==> src/rtl/ping_pong_scheduler.sv <==
// ping_pong_scheduler: tracks two ping-pong banks through EMPTY/FILL/FULL/DRAIN,
// gates each stream's TREADY per bank and issues in-order drain requests to the DMA.
module ping_pong_scheduler #(
    parameter int CNT_W = 32
) (
    input  logic             clk,
    input  logic             reset,
    input  logic             ENABLE,
    input  logic [31:0]      PACKETS_PER_GROUP,
    input  logic             MON0_TVALID,
    input  logic             MON0_TREADY,
    input  logic             MON0_TLAST,
    input  logic             MON1_TVALID,
    input  logic             MON1_TREADY,
    input  logic             MON1_TLAST,
    output logic [1:0]       BANK_ALLOW,
    output logic             REQ_VALID,
    input  logic             REQ_READY,
    output logic             REQ_BANK,
    output logic [31:0]      REQ_PACKETS,
    input  logic             DONE_VALID,
    input  logic             DONE_BANK,
    output logic [CNT_W-1:0] GROUP_COUNT,
    output logic [CNT_W-1:0] STALL_COUNT,
    output logic             ERR_SPURIOUS,
    output logic             ERR_PROTOCOL
);
    typedef enum logic [1:0] {EMPTY, FILL, FULL, DRAIN} bank_state_t;
    bank_state_t      r_state [2];
    logic             r_wr_bank;
    logic             r_rd_bank;
    logic [31:0]      r_pkt_cnt;
    logic [31:0]      r_ppg [2];
    logic [1:0]       r_allow;
    logic [CNT_W-1:0] r_group;
    logic [CNT_W-1:0] r_stall;
    logic             r_err_spur;
    logic             r_err_prot;
    logic [1:0]       w_hs;
    logic [1:0]       w_last_beat;
    logic             w_pkt;
    logic             w_final;
    logic             w_start;
    logic             w_req_fire;
    logic             w_done_ok;
    logic             w_wr_busy;
    logic [31:0]      w_ppg_in;

    assign w_hs        = {MON1_TVALID & MON1_TREADY, MON0_TVALID & MON0_TREADY};
    assign w_last_beat = {MON1_TLAST, MON0_TLAST};
    // only the write bank can ever be in FILL, so its stream alone advances the count
    assign w_pkt       = (r_state[r_wr_bank] == FILL) & r_allow[r_wr_bank] & w_hs[r_wr_bank] & w_last_beat[r_wr_bank];
    assign w_final     = w_pkt & (r_pkt_cnt + 32'd1 == r_ppg[r_wr_bank]);
    assign w_start     = ENABLE & (r_state[r_wr_bank] == EMPTY);
    assign w_req_fire  = REQ_VALID & REQ_READY;
    assign w_done_ok   = DONE_VALID & (r_state[DONE_BANK] == DRAIN);
    assign w_wr_busy   = (r_state[r_wr_bank] == FULL) | (r_state[r_wr_bank] == DRAIN);
    assign w_ppg_in    = (PACKETS_PER_GROUP == '0) ? 32'd1 : PACKETS_PER_GROUP;

    always_ff @(posedge clk or posedge reset) begin
        if (reset) begin
            r_state[0] <= EMPTY;
            r_state[1] <= EMPTY;
            r_ppg[0]   <= '0;
            r_ppg[1]   <= '0;
            r_wr_bank  <= 1'b0;
            r_rd_bank  <= 1'b0;
            r_pkt_cnt  <= '0;
            r_allow    <= '0;
            r_group    <= '0;
            r_stall    <= '0;
            r_err_spur <= 1'b0;
            r_err_prot <= 1'b0;
        end else begin
            for (int b = 0; b < 2; b++) begin
                if (w_start && r_wr_bank == 1'(b)) begin
                    r_state[b] <= FILL;
                    r_ppg[b]   <= w_ppg_in;
                end else if (w_final && r_wr_bank == 1'(b))
                    r_state[b] <= FULL;
                else if (w_req_fire && r_rd_bank == 1'(b))
                    r_state[b] <= DRAIN;
                else if (w_done_ok && DONE_BANK == 1'(b))
                    r_state[b] <= EMPTY;
                r_allow[b] <= (r_state[b] == FILL);
            end
            r_pkt_cnt  <= (w_start || w_final) ? '0 : r_pkt_cnt + 32'(w_pkt);
            r_wr_bank  <= r_wr_bank ^ w_final;
            r_rd_bank  <= r_rd_bank ^ w_req_fire;
            r_group    <= r_group + CNT_W'(w_final);
            r_stall    <= r_stall + CNT_W'(ENABLE & w_wr_busy);
            r_err_spur <= r_err_spur | (DONE_VALID & ~w_done_ok);
            r_err_prot <= r_err_prot | (|(w_hs & ~r_allow));
        end
    end

    // request outputs come straight from state registers: no path from REQ_READY
    assign BANK_ALLOW   = r_allow;
    assign REQ_VALID    = (r_state[r_rd_bank] == FULL);
    assign REQ_BANK     = r_rd_bank;
    assign REQ_PACKETS  = r_ppg[r_rd_bank];
    assign GROUP_COUNT  = r_group;
    assign STALL_COUNT  = r_stall;
    assign ERR_SPURIOUS = r_err_spur;
    assign ERR_PROTOCOL = r_err_prot;
endmodule

==> config.mk <==
export PLATFORM = sky130hd
export DESIGN_NAME = ping_pong_scheduler
export DESIGN_NICKNAME = d
export VERILOG_FILES = /design/src/rtl/ping_pong_scheduler.sv
export SDC_FILE = /design/constraint.sdc
export NUM_CORES = 1
export LEC_CHECK = 0
export BUFFER_PORTS_ARGS = -buffer_cell sky130_fd_sc_hd__buf_2
export CORE_MARGIN = 5
export CORE_UTILIZATION = 55
export DETAILED_ROUTE_END_ITERATION = 10
export PLACE_DENSITY = 0.81
export SYNTH_ARGS = -nofsm -noshare
export SYNTH_HDL_FRONTEND = slang
export SYNTH_SLANG_ARGS = --single-unit
==> constraint.sdc <==
create_clock -name clk -period 11.4 [get_ports clk]
set_input_delay 0 -clock clk [delete_from_list [all_inputs] [get_ports clk]]
set_output_delay 0 -clock clk [all_outputs]
set_load 0.02 [all_outputs]
; ---- Yosys cells after proc, flatten, opt, wreduce, memory -nomap -nowiden
; Cells that the tools add are included.
[classes]
reduce_logical = 14
order_cmp = 4
bitwise = 25
n_addsub = 4
eq_ne = 8
n_mux = 31
[op_table]
columns = cell, n
row1 = $mux W32, 8
row2 = $add A32 B1 Y32, 3
row3 = $mux W2, 17
row4 = $add A32 B1 Y32 const B, 1
row5 = $eq A32 B32 Y1, 1
row6 = $logic_not A32 Y1, 1
row7 = $and A1 B1 Y1, 11
row8 = $eq A2 B2 Y1 const B, 4
row9 = $logic_and A1 B1 Y1, 8
row10 = $reduce_bool A4 Y1, 2
row11 = $eq A2 B1 Y1 const B, 3
row12 = $ge A2 B2 Y1 const B, 3
row13 = $mux W1, 6
row14 = $not A1 Y2, 3
row15 = $not A1 Y1, 4
row16 = $or A1 B1 Y1, 3
row17 = $and A2 B2 Y2, 1
row18 = $logic_not A2 Y1, 1
row19 = $lt A1 B2 Y1 const B, 1
row20 = $not A2 Y2, 1
row21 = $reduce_or A2 Y1, 1
row22 = $xor A1 B1 Y1, 2
row23 = $logic_or A1 B1 Y1, 1
[word_totals]
out_inout_bits = 102
register_bits = 170

; ---- Depth between registers and ports, before layout
; Gate-level depths: netlist (run 1).
[depth]
ltp_word = 12
mapped_depth = 20
ltp_nobuf = 15

; ---- Worst setup path before layout (run 1)
; No wires, ideal clock.
[synth_path]
path_type = flip-flop to flip-flop
from = register r_pkt_cnt[11]
to = register r_group[24], in the netlist GROUP_COUNT[24]
path_buffers = 4
setup_slack_ps = 7271
path_stages_with_launch = 19
arrival_time_ps = 3999
synth_period_minus_slack_ps = 4129
cell_sequence = dfrtp_1 -> clkbuf_1 -> and4_1 -> clkbuf_1 -> nand3_1 -> xor2_1 -> a41oi_1 -> or4_1 -> nor4_1 -> and4_1 -> buf_4 -> buf_8 -> ha_1 -> ha_1 -> and3_1 -> nand4_1 -> nor3_1 -> nand3_1 -> xnor2_1
[synth_via]
elab_chain_len = 4
[synth_rtl]
columns = item, line_no
row1 = "start, declared", 32  ; logic [31:0] r_pkt_cnt;
row2 = "start signal, assigned", 87  ; r_pkt_cnt <= (w_start || w_final) ? '0 : r_pkt_cnt + 32'(w_pkt);
row3 = $add A32 B1 Y32, 53  ; assign w_final = w_pkt & (r_pkt_cnt + 32'd1 == r_ppg[r_wr_bank]);
row4 = $eq A32 B32 Y1, 53
row5 = $and A1 B1 Y1, 53
row6 = $add A32 B1 Y32, 90  ; r_group <= r_group + CNT_W'(w_final);
row7 = "end signal, assigned", 90
row8 = "end, declared", 35  ; logic [CNT_W-1:0] r_group;
; Every way passes these cells.
; A chain may end at the register's enable or synchronous reset.

; ---- Worst setup path in the final report (run 1)
[layout_path]
from = register r_wr_bank
to = register r_group[24], in the netlist GROUP_COUNT[24]
[layout_via]
elab_chain_len = 10
elab_cells_between_ends = 20
[layout_rtl]
columns = item, line_no
row1 = "start, declared", 30  ; logic r_wr_bank;
row2 = "start signal, assigned", 88  ; r_wr_bank <= r_wr_bank ^ w_final;
row3 = $not A1 Y2 (not written as such), "52, 53"
row4 = $mux W2 (not written as such) (3 in a row), 52  ; assign w_pkt = (r_state[r_wr_bank] == FILL) & r_allow[r_wr_bank] & w_hs[r_wr_bank] & w_last_beat[r_wr_bank];
row5 = $eq A2 B1 Y1, 52
row6 = $and A1 B1 Y1 (3 in a row), 52
row7 = $and A1 B1 Y1 *, 53
row8 = $add A32 B1 Y32 *, 90
; Mark *: on every way between the ends. The rest lies on a longest branch, timed or not. The select of a mux whose other input is x is not followed.

==> run_results.csv, run 1 <==
group,metric,value,unit
outcome,status,"complete, no violations",
critical_path,crit_required,11.71,ns
critical_path,crit_path_end_kind,"register",
placed_design,pre_cts_slack,6.07,ns
yosys,ys.flop_type,"dfrtp_1",
yosys,synth-seq-cells,170,
cells_and_area,fin_cells,1249,
clocking,path_clk_slew,0.07,ns
clocking,cts.sinks,170,
sta,setup-violations-final,0,
sta,worst_pin_slew,1.15,ns
sta,rsz0062_at_grt,"false",
routing,postRouteAntennaNets,0,
critical_path,worstPathMaxFanout,41,
sta,fin_setup_tns,0,ns
clocking,clock_tree.root_cell,"clkbuf_16",
cells_and_area,fin_util,66.4,%
placed_design,dpl.hpwl,14300,um
yosys,netlist.area_leader.share,46.9,%
cells_and_area,diodes,0,
critical_path,crit_path_start,"r_wr_bank",
clocking,cts_tree,"built",
placed_design,port_buffers,145,
routing,drt_iter0_drc,400,
yosys,syn-num-nets,904,
critical_path,crit-reg2reg-launch,"r_wr_bank",
clocking,cts_buffers,17,
sta,clock.fmax,0.187,GHz
clocking,insertion_delay,0.42,ns
cells_and_area,layout-drive-gt1-share,28.9,%
routing,num_vias,6918,
floorplan,die_w,138,um
floorplan,dieHeight,138,um
power_and_ir_drop,p_per_area,156,mW/mm^2
floorplan,io_pins,146,
yosys,synth_cell_types,50,
yosys,ys_seq_area_share,46.9,%
floorplan,num_rows,47,
grt,antenna_found_initial,0,
sta,skew,0.0123,ns
critical_path,criticalPathCategory,"reg2reg",
sta,slew-limit-headroom,23.1,%
routing,dr.pass1.iters,5,
yosys,synthArstFlopShare,100,%
power_and_ir_drop,ir_worst_vdd,122,uV
hold_path,min_from,"MON0_TLAST",
placed_design,placed_cells,1176,
yosys,avgSynthCellArea,10.7,sq um
grt,grt_overflow_total,0,
yosys,postSynthCellCount,849,
yosys,yosysTopAreaCell,"dfrtp_1",
yosys,yosysWarnings,0,
cells_and_area,final_cell_mix,"dfrtp_1 (169), buf_2 (145), mux2_2 (96)",
floorplan,start_util,55.3,%
floorplan,die_area,0.0192,sq mm
critical_path,cp-start-kind,"register",
cells_and_area,num-nets-final,1071,
sta,period_share,46.9,%
floorplan,core-area,0.0164,sq mm
clocking,clock_path_buffers,2,
grt,track_usage,22.5,%
clocking,h-tree-depth,4,
sta,slew_viol_final,0,
power_and_ir_drop,post-layout-total-power,1700,uW
routing,drc_errors,0,
sta,finalHoldViolCount,0,
sta,finalCriticalPeriod,5.34,ns
hold_path,min_path_type,"in2reg",
routing,viasPerCell,5.54,
clocking,postCtsSetupRepairBufs,0,
flow_run,timing.max_cap.violations,0,
grt,grt_pass1_vias,7196,
placed_design,globalplace.congestion,0.894,
critical_path,r2r_setup_slack,6.06,ns
grt,grt_max_degree,95,
grt,grt_first_pass_wirelength,36000,um
power_and_ir_drop,power_leakage,0.00528,uW
yosys,synth_edf_count,0,
sta,setup_ws,6.06,ns
cells_and_area,fillCellCount,1247,
routing,avgRoutedWirePerCell,17.1,um
cells_and_area,final_common_cell,"dfrtp_1",
routing,drt-total-wl,21300,um
yosys,synth_area,0.00908,sq mm
critical_path,cp.arrival,5.65,ns
cells_and_area,area_growth,20.1,%
yosys,yosys-top-cells-area,"dfrtp_1 (47%), mux2_2 (12%), xnor2_1 (8.7%)",
## synth_stat cells (2+ instances only)
cell type,count
a211oi_1,2
a21o_1,3
a21oi_1,5
a31o_2,3
a31oi_1,7
and2_1,3
and3_1,22
and4_1,10
buf_1,3
buf_2,8
buf_4,3
buf_6,5
clkbuf_1,22
dfrtp_1,170
ha_1,11
inv_1,8
mux2_2,96
mux2i_1,32
nand2_1,92
nand3_1,51
nand4_1,20
nor2_1,59
nor2_2,9
nor2b_1,4
nor3_1,16
nor3b_1,2
nor4_1,15
nor4b_2,2
o211ai_1,2
o21ai_0,7
o21bai_1,2
o31ai_1,3
or2_2,3
or4_1,2
xnor2_1,90
xor2_1,43
## power breakdown
| part | switching (uW) | internal [uW] |
|---|---|---|
| clock network | 255 | 329 |
| logic | 218 | 186 |
| registers | 49.8 | 658 |
## metrics by stage
step | cell area, sq um | hold WS (ns)
global route | 10900 | 0.163
CTS | 10900 | 0.102
detailed placement | 9900 | 0.238
floorplan | 9080 | 0.152
finish | 10900 | 0.116
global placement | 9900 | 0.228
## path summary, 6_finish.rpt
path	end	cells past startpoint
max	GROUP_COUNT[24]	15
min	r_pkt_cnt[0]	5
max reg2reg	GROUP_COUNT[24]	15
min reg2reg	STALL_COUNT[31]	1
max in group asynchronous	r_ppg[46]	4
min in group asynchronous	GROUP_COUNT[29]	3
## logic make-up (layout without fill, tap and decap cells)
logic type      Yosys count  in the layout  synth area share [%]
compound gates           39             39                  2.92
xor+xnor                133            133                  12.8
fa+ha+maj                11             11                  1.52
buf+inv                  51            231                  2.94
flops                   170            170                  46.9
mux                     129            129                  15.6
simple gates            316            316                  17.4
## area by class of cell
type	count	area [sq um]	area share, %
multi-input combinational	628	4570	41.9
clock buffer	18	429	3.94
inverter	8	35.0	0.321
clock inverter	14	164	1.50
tap	220	275	2.53
sequential	170	4260	39.0
timing repair buffer	191	1170	10.8
## sequential cells by signal (all words and copies together), names as in the netlist
| signal | cells |
|---|---|
| BANK_ALLOW | 2 |
| ERR_PROTOCOL | 1 |
| ERR_SPURIOUS | 1 |
| GROUP_COUNT | 32 |
| REQ_BANK | 1 |
| STALL_COUNT | 32 |
| r_pkt_cnt | 32 |
| r_ppg | 64 |
| r_state | 4 |
| r_wr_bank | 1 |
## worst max-delay path: stages (launching register included)
cell	delay, ns
dfrtp_2	1.12
mux2i_1	0.33
xnor2_1	0.19
xor2_1	0.18
a41oi_1	0.12
or4_1	0.52
nor4_1	0.28
and4_1	0.22
buf_4	0.37
ha_1	0.31
ha_1	0.25
and3_1	0.21
nand4_1	0.30
nor3_1	0.47
nand3_1	0.15
xnor2_1	0.14
## what timing repair did
item                      in CTS  in global routing
hold buffers                  41                  0
hold endpoints to repair     163                  0
gates resized for setup        0                  0
## per-layer routing
metal  vias to the layer above  share of wire (%)  track usage [%]
met2                       213                 50             38.3
met5                         -                  0                0
met1                      3372                 42             28.4
met3                        49                5.4             5.63
li1                       3284                  -                -
met4                         0                2.4             6.92
Power figures use the tool's default switching activity.
==> run 2: changes to the inputs <==
ABC_AREA = 1   (was default)
PLACE_DENSITY = 0.8   (was 0.81)
clock period = 5.56 ns   (was 11.4 ns; I/O delays follow)
==> run_results.csv, run 2 <==
group,metric,value,unit
clocking,ctsResizeCount,0,
power_and_ir_drop,p_per_area,235,mW/mm^2
cells_and_area,largest_reg_flops,64,
critical_path,crit_required,5.92,ns
routing,drt_iter0_drc,690,
outcome,status,"complete, no violations",
routing,postRouteAntennaNets,0,
hold_path,whs_path_depth,4,
clocking,cts_tree,"built",
sta,worst_pin_slew,1.01,ns
grt,grt_overflow_total,0,
yosys,yosysWarnings,0,
sta,slew_viol_final,0,
clocking,insertion_delay,0.44,ns
clocking,clock_path_buffers,2,
critical_path,worstPathMaxFanout,8,
critical_path,reg2reg_depth,21,
grt,grt_first_pass_wirelength,45900,um
sta,holdWs,0.135,ns
floorplan,start_util,56.2,%
sta,finalCriticalPeriod,4.12,ns
yosys,yosys-top-cells-area,"dfrtp_1 (44%), nand2_1 (18%), xor2_1 (6.1%)",
sta,setup-violations-final,0,
critical_path,criticalPathCategory,"reg2reg",
yosys,synth_cell_types,37,
grt,track_usage,28.4,%
critical_path,crit-reg2reg-launch,"r_pkt_cnt[2]",
power_and_ir_drop,power_leakage,0.00627,uW
hold_path,min_path_type,"in2reg",
yosys,synth_common_cells,"nand2_1 (453), dfrtp_1 (170), inv_1 (145)",
floorplan,die_w,143,um
floorplan,io_pins,146,
routing,viasPerCell,5.45,
critical_path,cp-start-kind,"register",
floorplan,num_rows,48,
yosys,syn-num-nets,1363,
critical_path,r2r_setup_slack,1.44,ns
clocking,clock_tree.root_cell,"clkbuf_16",
yosys,synth_area,0.00971,sq mm
cells_and_area,final_area,0.0116,sq mm
sta,finalHoldViolCount,0,
yosys,synth_edf_count,0,
clocking,cts.sinks,170,
critical_path,path_buf_inv,2,
grt,grt_pass1_vias,9251,
cells_and_area,area_growth,19.3,%
sta,slew-limit-headroom,32.8,%
grt,antenna_found_initial,2,
yosys,netlist.area_leader.share,43.8,%
grt,grt_max_degree,103,
clocking,h-tree-depth,4,
floorplan,dieHeight,143,um
hold_path,whs_endpoint,"REQ_BANK",
sta,rsz0062_at_grt,"false",
sta,skew,0.00968,ns
routing,dr.pass1.iters,8,
critical_path,crit_top_cell,"nand3_1",
routing,num_vias,9405,
placed_design,place_area,0.0106,sq mm
yosys,yosysTopAreaCell,"dfrtp_1",
sta,fin_setup_tns,0,ns
critical_path,crit_family,"simple AND/OR/NAND/NOR gates",
cells_and_area,num-nets-final,1542,
routing,avgRoutedWirePerCell,16.3,um
cells_and_area,top_register,"r_ppg",
placed_design,globalplace.congestion,1.02,
yosys,postSynthCellCount,1308,
cells_and_area,layout-drive-gt1-share,15.3,%
critical_path,reg2reg_to,"GROUP_COUNT[24]",
yosys,ys_seq_area_share,43.8,%
critical_path,crit_path_end_kind,"register",
critical_path,cp.arrival,4.48,ns
floorplan,die_area,0.0204,sq mm
yosys,ys.flop_type,"dfrtp_1",
cells_and_area,final_common_cell,"nand2_1",
flow_run,timing.max_cap.violations,0,
power_and_ir_drop,ir_worst_vdd,229,uV
placed_design,pre_cts_slack,1.50,ns
placed_design,port_buffers,145,
placed_design,dpl.hpwl,19900,um
clocking,cts_buffers,17,
yosys,synthArstFlopShare,100,%
clocking,path_clk_slew,0.07,ns
critical_path,crit_chain,"nand3_1 -> nor2_1 -> nand3_1 -> inv_1 -> nand2_1 -> nand2_1 -> nand3_1 -> nor2_1 -> nand3_1 -> nor2_1 -> nand2_2 -> inv_1 -> ha_1 -> ha_1 -> nand3_1 -> nor2_1 -> nand2_1 -> nor4_1 -> nand3_1 -> nor3_1 -> xor2_1",
hold_path,min_from,"REQ_READY",
sta,period_share,74.1,%
power_and_ir_drop,post-layout-total-power,2720,uW
yosys,synth-seq-cells,170,
yosys,synth_most_common_cell,"nand2_1",
routing,drt-total-wl,28200,um
sta,clock.fmax,0.243,GHz
clocking,ctsHoldBuffers,41,
floorplan,core-area,0.0173,sq mm
yosys,avgSynthCellArea,7.43,sq um
sta,setup_ws,1.44,ns
cells_and_area,final_cell_mix,"nand2_1 (453), dfrtp_1 (170), buf_2 (145)",
critical_path,slowest_stage,"dfrtp_1",
clocking,postCtsSetupRepairBufs,0,
routing,drc_errors,0,
critical_path,slowest_delay,0.48,ns
==> run 2: cell types whose count changed in the layout (fill, tap and decap cells not counted), moves of 29 or more <==
| cell | previous run | this run |
|---|---|---|
| inv_1 | 7 | 144 |
| nand3_1 | 51 | 80 |
| nand2_1 | 92 | 453 |
| o21ai_0 | 7 | 95 |
| mux2i_1 | 32 | 0 |
| xnor2_1 | 90 | 21 |
| nor2_1 | 59 | 105 |
| mux2_2 | 96 | 0 |
==> run 2: area by class of cell <==
cell class / count / area (sq um)
Fill cell: 1426 / 5710
Multi-Input combinational cell: 960 / 4730
Sequential cell: 170 / 4250
Timing Repair Buffer: 191 / 1170
Inverter: 147 / 557
Clock buffer: 20 / 447
Tap cell: 225 / 282
Clock inverter: 12 / 140
Antenna cell: 2 / 5.00
==> run 2: cell families after synthesis <==
group                      Yosys count  share of synthesized area (%)
buffers and inverters              178                           7.57
and+or+nand+nor                    752                           33.4
AOI/OAI and AO/OA                  108                           5.78
adders and majority gates           11                           1.42
xor gates and xnor gates            89                           8.02
DFF                                170                           43.8
==> run 2: worst max-delay path by stage <==
stage / from / endpoint / cells past startpoint
floorplan: reset / BANK_ALLOW[0] / 1
global placement: r_wr_bank / GROUP_COUNT[24] / 20
detailed placement: r_pkt_cnt[2] / GROUP_COUNT[24] / 21
CTS: r_pkt_cnt[2] / GROUP_COUNT[24] / 21
global route: r_pkt_cnt[1] / GROUP_COUNT[24] / 22
finish: r_pkt_cnt[2] / GROUP_COUNT[24] / 21
==> run 2: worst min-delay path: cells and delay by family <==
| kind | cells | cell delay [ns] |
|---|---|---|
| buffers and inverters | 2 | 0.11 |
| AOI/OAI and AO/OA | 1 | 0.26 |
| adders and majority gates | 1 | 0.16 |
==> run 2: metrics by stage <==
step                      instances  util, %
after CTS                      1725     66.9
after global placement         1652     61.2
final                          1727     67.0
after detailed placement       1652     61.2
after global routing           1727     67.0
after floorplan                1308        -
==> run 2: metal layers <==
| layer | GRT usage (%) | vias up | wire (um) |
|---|---|---|---|
| li1 | - | 4466 | - |
| met2 | 49.7 | 438 | 14000 |
| met1 | 33.6 | 4399 | 10800 |
| met3 | 5.89 | 102 | 2140 |
| met5 | 0 | - | 0 |
| met4 | 12.5 | 0 | 1230 |
==> run 2: where the power goes <==
part	switching (uW)	internal, uW	total [uW]
registers	28.1	1250	1280
logic	149	91.2	240
clock network	523	680	1200
==> run 3: changes to the inputs <==
CORE_UTILIZATION = 52   (was 55)
clock period = 3.6 ns   (was 5.56 ns; I/O delays follow)
==> run_results.csv, run 3 (synthesis results as in run 2) <==
group,metric,value,unit
outcome,status,"complete, but fails checks",
outcome,violations,"negative setup slack",
clocking,path_clk_slew,0.07,ns
grt,antenna_found_initial,0,
routing,drt_iter0_drc,682,
routing,avgRoutedWirePerCell,16.5,um
clocking,clock_tree.root_cell,"clkbuf_16",
grt,track_usage,26.6,%
sta,finalHoldViolCount,0,
cells_and_area,num-nets-final,1593,
cells_and_area,top_register,"r_ppg",
critical_path,reg2reg_to,"GROUP_COUNT[27]",
power_and_ir_drop,cell_internal_pwr,3180,uW
power_and_ir_drop,p_per_area,349,mW/mm^2
critical_path,crit_top_cell,"nor2_1",
floorplan,io_pins,146,
critical_path,criticalPathCategory,"reg2reg",
cells_and_area,area_growth,27.7,%
critical_path,slowest_delay,0.45,ns
critical_path,worstPathMaxFanout,15,
critical_path,crit_path_start,"r_wr_bank",
sta,rsz0062_at_grt,"true",
clocking,h-tree-depth,4,
power_and_ir_drop,ir_worst_vdd,334,uV
routing,num_vias,9543,
critical_path,crit_path_end_kind,"register",
power_and_ir_drop,p_seq_share,45.6,%
cells_and_area,diodes,0,
power_and_ir_drop,post-layout-total-power,4330,uW
critical_path,slowest_stage,"dfrtp_2",
power_and_ir_drop,power_leakage,0.00660,uW
critical_path,crit-reg2reg-launch,"r_wr_bank",
clocking,cts.sinks,170,
critical_path,cp.arrival,3.92,ns
critical_path,crit_required,3.92,ns
grt,grt_overflow_total,0,
routing,drt-total-wl,29400,um
sta,slew-limit-headroom,40.4,%
sta,setup_ws,-0.000588,ns
power_and_ir_drop,netSwitchingFraction,26.6,%
cells_and_area,final_common_cell,"nand2_1",
sta,slew_viol_final,0,
cells_and_area,layout-drive-gt1-share,22.4,%
flow_run,timing.max_cap.violations,0,
hold_path,min_path_type,"in2reg",
grt,grt_pass1_vias,9297,
grt,grt_first_pass_wirelength,46400,um
power_and_ir_drop,switching_power,1150,uW
floorplan,dieHeight,147,um
clocking,cts_buffers,17,
floorplan,core-area,0.0186,sq mm
cells_and_area,final_cell_mix,"nand2_1 (441), dfrtp_1 (161), buf_2 (145)",
critical_path,cp-start-kind,"register",
cells_and_area,largest_reg_flops,64,
critical_path,cp-endpoint,"GROUP_COUNT[27]",
clocking,clock_path_buffers,2,
clocking,cts_tree,"built",
routing,postRouteAntennaNets,0,
floorplan,start_util,52.3,%
sta,clock.fmax,0.278,GHz
placed_design,globalplace.congestion,0.962,
power_and_ir_drop,power_frac_comb,10.9,%
sta,skew,0.00951,ns
sta,worst_pin_slew,0.894,ns
critical_path,reg2reg_depth,26,
sta,setup-violations-final,1,
floorplan,die_area,0.0215,sq mm
routing,dr.pass1.iters,5,
floorplan,num_rows,50,
power_and_ir_drop,clockPowerShare,43.5,%
critical_path,r2r_setup_slack,-0.0006,ns
cells_and_area,fin_util,66.8,%
sta,finalCriticalPeriod,3.60,ns
routing,viasPerCell,5.35,
floorplan,die_w,147,um
placed_design,dpl.hpwl,20000,um
clocking,insertion_delay,0.44,ns
placed_design,port_buffers,145,
grt,grt_max_degree,171,
sta,period_share,100,%
routing,drc_errors,0,
==> run 3: cell types whose count changed in the layout (fill, tap and decap cells not counted), sizes merged <==
cell / delta
dlygate4sd3: -2
clkinvlp: +1
clkinv: -1
inv: +2
clkbuf: +1
diode: -2
buf: +50
==> run 3: what timing repair did <==
item | in CTS | in global routing
setup buffers | 2 | 12
endpoints found under the hold margin | 236 | 0
resized for setup | 15 | 83
setup endpoints to repair | 12 | 23
hold buffers | 39 | 0
cloned | 0 | 3
pin swaps | 0 | 30
==> run 3: per-layer routing <==
metal | vias up | wire (um) | track usage [%]
li1 | 4574 | - | -
met1 | 4472 | 11700 | 32.9
met2 | 419 | 14800 | 46.0
met3 | 78 | 1880 | 4.97
met4 | 0 | 1020 | 10.8
met5 | - | 0 | 0
==> run 3: critical path: cells and delay by family, from the launching register on <==
kind            cells  cell delay, ns
flops               1            0.45
compound gates      1            0.12
simple gates       20            2.22
fa+ha+maj           1            0.16
xor+xnor            1            0.13
buf+inv             3            0.40
==> run 3: layout make-up <==
cell class	count	area, sq um
Multi-Input combinational cell	960	5040
Clock buffer	18	429
Clock inverter	14	160
Timing Repair Buffer	242	1660
Inverter	147	561
Fill cell	1437	6180
Sequential cell	170	4270
Tap cell	234	293
==> run 3: worst min path at each step <==
stage | start | endpoint | slack (ns) | cells after the start
after CTS | PACKETS_PER_GROUP[0] | r_ppg[0] | 0.003 | 4
after detailed placement | PACKETS_PER_GROUP[4] | r_ppg[36] | 0.24 | 3
after global routing | PACKETS_PER_GROUP[0] | r_ppg[0] | 0.05 | 4
after global placement | PACKETS_PER_GROUP[31] | r_ppg[31] | 0.24 | 3
after floorplan | PACKETS_PER_GROUP[31] | r_ppg[31] | 0.12 | 2
final | PACKETS_PER_GROUP[0] | r_ppg[0] | 0.03 | 4
==> run 3: per-stage QoR <==
step | std cells | area [sq um] | setup TNS, ns | hold WS (ns) | setup slack (ns)
2_1_floorplan | 1308 | 9720 | 0 | 0.117 | 0.216
6_report | 1785 | 12400 | -0.000588 | 0.0346 | -0.000588
4_1_cts | 1771 | 11900 | 0 | 0.00271 | 0.00929
5_1_grt | 1785 | 12400 | -1.34 | 0.0538 | -0.281
3_5_place_dp | 1698 | 10900 | -0.761 | 0.237 | -0.128
3_3_place_gp | 1698 | 10900 | -0.0685 | 0.236 | -0.0383
==> run 3: power groups by stage <==
stage | clock network [uW] | logic, uW | registers [uW]
final | 1880 | 472 | 1980
after floorplan | 0 | 233 | 2000
after global placement | 0 | 343 | 2010
after detailed placement | 0 | 346 | 2010
after CTS | 1890 | 405 | 1970
after global routing | 2000 | 523 | 1980
